[src/rtl/nebula_muldiv_unit.sv]
// rtl/nebula_muldiv_unit.sv - iterative RV32M multiply/divide unit with shared 64-bit datapath
module nebula_muldiv_unit #(
    parameter int TAG_W = 5
) (
    input  logic             clk,
    input  logic             rst,
    input  logic             flush,
    input  logic             op_valid,
    output logic             op_ready,
    input  logic [6:0]       op_subcode,
    input  logic [31:0]      op_a,
    input  logic [31:0]      op_b,
    input  logic [TAG_W-1:0] op_tag,
    output logic             res_valid,
    input  logic             res_ready,
    output logic [31:0]      res_data,
    output logic [TAG_W-1:0] res_tag,
    output logic             res_illegal,
    output logic             busy
);

    typedef enum logic [1:0] {IDLE, CALC, FIXUP, DONE} state_e;

    state_e             state_q, state_d;
    logic [4:0]         cnt_q, cnt_d;
    logic [63:0]        acc_q, acc_d;
    logic [31:0]        opnd_q, opnd_d;
    logic [2:0]         f3_q, f3_d;
    logic               neg_q, neg_d;
    logic               sign_a_q, sign_a_d;
    logic [31:0]        res_data_q, res_data_d;
    logic [TAG_W-1:0]   res_tag_q, res_tag_d;
    logic               res_illegal_q, res_illegal_d;
    logic               res_valid_q, res_valid_d;

    // Decode of the incoming op. Subcodes 4..11 map onto funct3 order:
    // MUL, MULH, MULHSU, MULHU, DIV, DIVU, REM, REMU. Bit 6 (width) is ignored.
    logic        sub_width_unused;
    logic        legal;
    logic [2:0]  f3;
    logic        signed_a, signed_b, sign_a, sign_b;
    logic [31:0] a_mag, b_mag;
    logic        div_zero, div_ovf, fast;
    logic [31:0] fast_data;

    assign sub_width_unused = op_subcode[6];
    assign legal     = ~op_subcode[5] & (op_subcode[4:0] >= 5'd4) & (op_subcode[4:0] <= 5'd11);
    assign f3        = op_subcode[2:0] + 3'd4;
    assign signed_a  = (f3 == 3'd1) | (f3 == 3'd2) | (f3 == 3'd4) | (f3 == 3'd6);
    assign signed_b  = (f3 == 3'd1) | (f3 == 3'd4) | (f3 == 3'd6);
    assign sign_a    = signed_a & op_a[31];
    assign sign_b    = signed_b & op_b[31];
    assign a_mag     = sign_a ? (32'd0 - op_a) : op_a;
    assign b_mag     = sign_b ? (32'd0 - op_b) : op_b;
    assign div_zero  = legal & f3[2] & (op_b == 32'd0);
    assign div_ovf   = legal & ((f3 == 3'd4) | (f3 == 3'd6))
                     & (op_a == 32'h8000_0000) & (op_b == 32'hFFFF_FFFF);
    assign fast      = ~legal | div_zero | div_ovf;

    // Results that need no iteration: illegal op, divide by zero, signed overflow.
    always_comb begin
        fast_data = 32'd0;
        if (!legal) begin
            fast_data = 32'd0;
        end else if (div_zero) begin
            fast_data = f3[1] ? op_a : 32'hFFFF_FFFF;
        end else if (div_ovf) begin
            fast_data = f3[1] ? 32'd0 : 32'h8000_0000;
        end
    end

    // One iteration step. Multiply: acc = {partial hi, multiplier lo} shifted
    // right with the multiplicand added when lo[0] is set. Divide: acc =
    // {partial remainder, dividend/quotient} shifted left with a restoring subtract.
    logic [32:0] mul_sum;
    logic [63:0] mul_next;
    logic [32:0] div_shift;
    logic        div_ge;
    logic [31:0] div_sub;
    logic [63:0] div_next;

    assign mul_sum   = {1'b0, acc_q[63:32]} + (acc_q[0] ? {1'b0, opnd_q} : 33'd0);
    assign mul_next  = {mul_sum, acc_q[31:1]};
    assign div_shift = {acc_q[63:32], acc_q[31]};
    assign div_ge    = div_shift >= {1'b0, opnd_q};
    assign div_sub   = div_shift[31:0] - opnd_q;
    assign div_next  = {(div_ge ? div_sub : div_shift[31:0]), acc_q[30:0], div_ge};

    // Sign restoration and result select performed in FIXUP.
    logic [63:0] prod_fix;
    logic [31:0] quo_fix, rem_fix, fix_data;

    assign prod_fix = neg_q ? (64'd0 - acc_q) : acc_q;
    assign quo_fix  = neg_q ? (32'd0 - acc_q[31:0]) : acc_q[31:0];
    assign rem_fix  = sign_a_q ? (32'd0 - acc_q[63:32]) : acc_q[63:32];

    always_comb begin
        fix_data = 32'd0;
        case (f3_q)
            3'd0:                 fix_data = prod_fix[31:0];
            3'd1, 3'd2, 3'd3:     fix_data = prod_fix[63:32];
            3'd4, 3'd5:           fix_data = quo_fix;
            default:              fix_data = rem_fix;
        endcase
    end

    // Next-state logic. res_valid is registered, so it rises one edge after
    // the FSM reaches DONE; flush overrides everything including the handoff.
    always_comb begin
        state_d       = state_q;
        cnt_d         = cnt_q;
        acc_d         = acc_q;
        opnd_d        = opnd_q;
        f3_d          = f3_q;
        neg_d         = neg_q;
        sign_a_d      = sign_a_q;
        res_data_d    = res_data_q;
        res_tag_d     = res_tag_q;
        res_illegal_d = res_illegal_q;
        res_valid_d   = 1'b0;
        case (state_q)
            IDLE: begin
                if (op_valid && op_ready) begin
                    f3_d          = f3;
                    neg_d         = sign_a ^ sign_b;
                    sign_a_d      = sign_a;
                    res_tag_d     = op_tag;
                    res_illegal_d = ~legal;
                    cnt_d         = 5'd31;
                    opnd_d        = f3[2] ? b_mag : a_mag;
                    acc_d         = {32'd0, (f3[2] ? a_mag : b_mag)};
                    if (fast) begin
                        res_data_d = fast_data;
                        state_d    = DONE;
                    end else begin
                        state_d    = CALC;
                    end
                end
            end
            CALC: begin
                acc_d = f3_q[2] ? div_next : mul_next;
                cnt_d = cnt_q - 5'd1;
                if (cnt_q == 5'd0) begin
                    state_d = FIXUP;
                end
            end
            FIXUP: begin
                res_data_d = fix_data;
                state_d    = DONE;
            end
            DONE: begin
                if (res_valid_q && res_ready) begin
                    state_d = IDLE;
                end else begin
                    res_valid_d = 1'b1;
                end
            end
            default: state_d = IDLE;
        endcase
        if (flush) begin
            state_d     = IDLE;
            res_valid_d = 1'b0;
        end
    end

    // State and datapath registers.
    always_ff @(posedge clk or posedge rst) begin
        if (rst) begin
            state_q       <= IDLE;
            cnt_q         <= 5'd0;
            acc_q         <= 64'd0;
            opnd_q        <= 32'd0;
            f3_q          <= 3'd0;
            neg_q         <= 1'b0;
            sign_a_q      <= 1'b0;
            res_data_q    <= 32'd0;
            res_tag_q     <= '0;
            res_illegal_q <= 1'b0;
            res_valid_q   <= 1'b0;
        end else begin
            state_q       <= state_d;
            cnt_q         <= cnt_d;
            acc_q         <= acc_d;
            opnd_q        <= opnd_d;
            f3_q          <= f3_d;
            neg_q         <= neg_d;
            sign_a_q      <= sign_a_d;
            res_data_q    <= res_data_d;
            res_tag_q     <= res_tag_d;
            res_illegal_q <= res_illegal_d;
            res_valid_q   <= res_valid_d;
        end
    end

    assign op_ready    = (state_q == IDLE) & ~flush;
    assign busy        = (state_q != IDLE);
    assign res_valid   = res_valid_q;
    assign res_data    = res_data_q;
    assign res_tag     = res_tag_q;
    assign res_illegal = res_illegal_q;

endmodule

[config.mk]
export PLATFORM = sky130hd
export DESIGN_NAME = nebula_muldiv_unit
export DESIGN_NICKNAME = d
export VERILOG_FILES = /design/src/rtl/nebula_muldiv_unit.sv
export SDC_FILE = /design/constraint.sdc
export NUM_CORES = 1
export LEC_CHECK = 0
export CAP_MARGIN = 20
export CORE_ASPECT_RATIO = 1.1
export CORE_UTILIZATION = 37
export DETAILED_ROUTE_END_ITERATION = 8
export PLACE_DENSITY = 0.67
export SLEW_MARGIN = 5
export SYNTH_ARGS = -nofsm -noshare
export SYNTH_HDL_FRONTEND = slang
export SYNTH_SLANG_ARGS = --single-unit
[constraint.sdc]
create_clock -name clk -period 4.8 [get_ports clk]
set_input_delay 0.72 -clock clk [delete_from_list [all_inputs] [get_ports clk]]
set_output_delay 0.72 -clock clk [all_outputs]
set_load 0.05 [all_outputs]
Word-level counts from Yosys, hierarchy flattened
Cells that the tools add are included.

operators by class
  reduce and logical (&&, ||, !) cells = 15
  add/subtract/negate cells = 9
  multiplexer cells = 32
  $lt $le $gt $ge = 3
  equal/unequal tests = 19
  bitwise operators = 22

operator list
  operator                                                           number
  2-to-1 mux 32 bit                                                  15
  2-to-1 mux 64 bit                                                  3
  case mux 64 bit (2 select lines)                                   1
  subtractor 1 x 32 -> 32 bit, first input constant                  4
  case mux 32 bit (3 select lines)                                   1
  == test 32 bit, second input constant                              2
  case mux 32 bit (2 select lines)                                   1
  subtractor 1 x 64 -> 64 bit, first input constant                  1
  adder 32 x 32 -> 33 bit                                            1
  greater-or-equal comparator 33 x 32 -> 1 bit                       1
  logical NOT 32 bit                                                 1
  subtractor 32 bit                                                  1
  == test 3 bit, second input constant                               4
  bitwise AND 1 bit                                                  10
  2-to-1 mux 2 bit                                                   5
  case mux 5 bit (2 select lines)                                    1
  == test 3 x 2 -> 1 bit, second input constant                      3
  != test 3 bit, second input constant                               3
  OR 1 bit                                                           8
  case mux 2 bit (4 select lines)                                    1
  == test 3 x 1 -> 1 bit, second input constant                      2
  AND reduction 3 bit                                                2
  nonzero test 2 bit                                                 3
  greater-or-equal comparator 5 x 3 -> 1 bit, second input constant  1
  17 further kinds                                                   25

storage, ports and cells
  logic and storage cells = 111
  output and inout bits = 41
  flip-flop bits (word level) = 147

Longest topological paths before layout
  depth after elaboration = 12
  depth in mapped cells = 14
  mapped depth without buffers = 13

Worst setup path before layout
Ideal clock, no wire load.

  path type = reg-to-reg
  start = register state_q[0]
  end = register acc_q[61]
  period minus slack after synthesis = 3.453 ns
  arrival = 3.366 ns
  setup time = 0.087 ns
  stages on the path, launching flop included = 10
  setup slack = 1.347 ns
  path through = dfrtp_1 -> inv_1 -> ha_1 -> inv_1 -> nor2_1 -> a22oi_1 -> nor2_1 -> nand2_1 -> or4b_2 -> o211ai_1

on the way
  cells in the longest elaborated chain, start to end = 5

ends and longest elaborated chain
  element                               RTL line  RTL
  from (decl)                           24        state_e state_q, state_d;
  from (signal assigned)                181       state_q <= state_d;
  logical NOT 2 bit                     195       assign op_ready = (state_q == IDLE) & ~flush;
  bitwise AND 1 bit                     195
  named net op_ready                    9         output logic op_ready,
  logical AND 1 bit                     123       if (op_valid && op_ready) begin
  != test 2 bit (no source line)        --
  AND reduction 2 bit (no source line)  --
  to (signal assigned)                  171       acc_q <= 64'd0;
  to (signal assigned)                  183       acc_q <= acc_d;
  to (decl)                             26        logic [63:0] acc_q, acc_d;

The timed path passes the listed nets, and every way through them passes these cells.
A chain may end at the register's enable or synchronous reset.

Worst setup path after layout
  start = register acc_q[0]
  end = register res_data_q[24], in the netlist res_data[24]

on the way
  cells in the longest elaborated chain, start to end = 4

ends and longest elaborated chain
  element                                                                     RTL line  RTL
  subtractor 1 x 64 -> 64 bit or subtractor 1 x 32 -> 32 bit (tied branches)  93, 94
  2-to-1 mux 64 bit or 2-to-1 mux 32 bit (tied branches)                      93, 94
  case mux 32 bit (3 select lines) (*)                                        99        case (f3_q)
  case mux 32 bit (2 select lines) (*)                                        121       case (state_q)
  to (signal assigned)                                                        188       res_data_q <= res_data_d;
  to (decl)                                                                   31        logic [31:0] res_data_q, res_data_d;

Every way passes the cells marked *; elsewhere a longest branch is shown, timed or not.

==> qor.yml <==
global_routing:
  grt_pass1_wl_mm: 90.19
  grt_usage_pct: 27.75
  grt_pass1_vias: 15445
  grt_max_degree: 92
  globalRoute.totalOverflow: 0
  grt_antenna_before_repair: 1
routing:
  wire_per_inst_um: 22.11
  viasPerCell: 6.130
  routed_wl_mm: 59.09
  first_iter_violations: 1828
  num_vias: 16379
  ant_nets: 0
  drc: 0
  drt_pass1_iterations: 6
placement:
  place_ws_ns: 0.5319
  postPlaceCellArea_um2: 17040
  io_buffers: 120
  routabilityCongestion: 0.9776
  dp.final_hpwl_mm: 45.47
clock_tree:
  cts_resized: 0
  clockBufferDepth: 2
  cts_setup_buffers: 0
  numCtsBuffers: 17
  cts_hold_buf: 0
  insertion_delay_ns: 0.45
  htreeDepth: 4
  cts_tree: "done"
  root_buffer: "clkbuf_16"
  cts.clk_slew.worst_paths_ns: 0.07
  cts_sinks: 147
synth:
  synthCells: 2068
  synth_edf_count: 0
  ys.flop_type: "dfrtp_1"
  syn_avg_cell_area_um2: 7.434
  synth_fp_nets: 2227
  synth.distinct_cells: 77
  async_flop_share_pct: 100.0
  ys_ff_latch: 147
  synth_warnings: 0
  synth-seq-area-share_pct: 23.93
  netlist_area_um2: 15370
sta:
  drv_slew: 0
  min_period_over_period_pct: 83.68
  fin_crit_ns: 4.017
  rsz0062_at_grt: "no"
  slew_headroom_pct: 30.23
  skew_ns: 0.01413
  hold_viol: 0
  fin_setup_tns_ns: 0
  setup_ws_ns: 0.7834
  tightest_slew_ns: 1.044
  fmax_mhz: 249.0
  setup_viol: 0
power_and_ir_drop:
  power.density_nw_per_um2: 779.6
  ir_worst_vdd_v: 0.0006528
  p_leak_nw: 7.072
final_layout:
  area_growth_pct: 14.50
  final_cell_area_um2: 17600
  nets: 2265
  n_antenna_cell: 0
  final_cell_mix: "nor2_1 (240), nand2_1 (210), o21ai_0 (177)"
  drive_gt1_share_pct: 6.041
  final_common_cell: "nor2_1"
  final_util_pct: 43.40
  fillers: 4082
worst_setup_path:
  critPathTopFamily: "simple AND/OR/NAND/NOR gates"
  end_kind: "register"
  cpPeakStageDelay_ns: 0.56
  path_cells: "inv_1 > ha_1 > nand2b_1 > nor4_1 > nand4_1 > or2_2 > o21ai_0 > xor2_1 > o221ai_1 > a22oi_1 > a21oi_1"
  start_kind: "register"
  path_max_fanout: 11
  slowest_stage: "or2_2"
  cp_num_buf_inv: 1
  critical_path_required_ns: 5.17
  crit_type: "reg2reg"
  arrival_ns: 4.39
run:
  cap_violations: 0
floorplan:
  start_util_pct: 37.90
  io_pins: 122
  dieArea_um2: 42370
  std_cell_rows: 77
  coreArea_um2: 40560
  die_h_um: 215.8
  dieWidth_um: 196.4
outcome:
  status: "completed"
min_path:
  min_path_type: "reg2reg"
==> power by group <==
group / internal [W] / leakage [nW] / switching, W / total [W]
logic: 0.00354 / 5.00 / 0.00622 / 0.00976
clock network: 0.000721 / 0.259 / 0.000616 / 0.00134
registers: 0.00178 / 1.81 / 0.000843 / 0.00263
total: 0.00604 / 7.07 / 0.00768 / 0.0137
==> tightest hold or removal path: cells and delay by family (launching register included) <==
kind | cells | cell delay (ns)
simple gates | 2 | 0.10
flops | 1 | 0.34
==> sequential cells by signal, indices dropped and copies added (netlist names) <==
signal	cells
neg_q	1
sign_a_q	1
state_q	2
res_tag	5
opnd_q	32
f3_q	3
acc_q	64
res_valid	1
res_illegal	1
cnt_q	5
res_data	32
==> per-layer routing <==
layer	global-route usage [%]	share of wire, %	vias up
met5	0	0.015	-
met4	16.46	6.2	2
met3	6.032	8.5	174
met2	43.68	45	825
met1	34.74	40	7786
li1	-	-	7592
==> cells in the mapped netlist (7+ instances only) <==
cell type  instances  area share (%)
nor2_1           240             5.9
nand2_1          211             5.2
o21ai_0          177             5.8
a21oi_1          165             5.4
dfrtp_1          147              24
clkbuf_1         122             3.0
xnor2_1           93             5.3
xor2_1            93             5.3
inv_1             88             2.1
ha_1              76             6.2
nor3_1            47             1.5
mux2i_1           46             3.0
o31ai_1           36             1.8
a31oi_1           31             1.3
or3_1             30             1.2
nand3_1           29            0.94
nand4_1           27             1.1
o211ai_1          27             1.3
a21o_1            26             1.3
a22oi_1           25             1.2
mux2_2            24             1.8
nor4_1            22            0.90
a211oi_1          21             1.0
o22ai_1           19            0.77
nand2b_1          15            0.61
o221ai_1          15            0.85
and2_1            13            0.53
o41ai_1           13            0.74
a221oi_1          12            0.68
nor2b_1           11            0.45
a221o_1           10            0.65
buf_1              9            0.22
or2_2              9            0.37
or4_1              9            0.44
o21bai_1           8            0.39
o311ai_0           8            0.46
a311oi_1           7            0.40
o21a_1             7            0.34
==> area by class of cell <==
class	count	area [µm²]	area share [%]
multi-input cells	1691	10820	61.47
flip-flops and latches	147	3681	20.91
repair buffers	160	1509	8.573
well taps	553	691.9	3.931
clock buffers	19	432.9	2.459
inverters	89	339.1	1.926
clock inverters	13	127.6	0.7250
==> final timing paths <==
path / from / end / slack [ns] / cells past startpoint
worst max-delay path: acc_q[0] / res_data[24] / 0.78 / 11
worst min-delay path: opnd_q[27] / opnd_q[27] / 0.47 / 2
worst max register to register: acc_q[0] / res_data[24] / 0.78 / 11
worst min register to register: opnd_q[27] / opnd_q[27] / 0.47 / 2
max in group asynchronous: rst / opnd_q[8] / 2.95 / 3
min in group asynchronous: rst / state_q[1] / 0.77 / 2
==> metrics by stage <==
| step | hold slack (ns) | power [W] | cells |
|---|---|---|---|
| 2_1_floorplan | 0.4387 | 0.009283 | 2068 |
| 3_3_place_gp | 0.4560 | 0.01196 | 2640 |
| 3_5_place_dp | 0.4564 | 0.01209 | 2640 |
| 4_1_cts | 0.4709 | 0.01346 | 2672 |
| 5_1_grt | 0.4949 | 0.01464 | 2672 |
| 6_report | 0.4683 | 0.01372 | 2672 |
==> cells by family after synthesis <==
logic type,after synthesis,share of synthesized area (%)
mux,70,4.753
flops,147,23.93
xor+xnor,186,10.60
fa+ha+maj,78,6.446
compound gates,666,27.80
simple gates,691,20.65
buf+inv,230,5.827
Power figures use the tool's default switching activity.
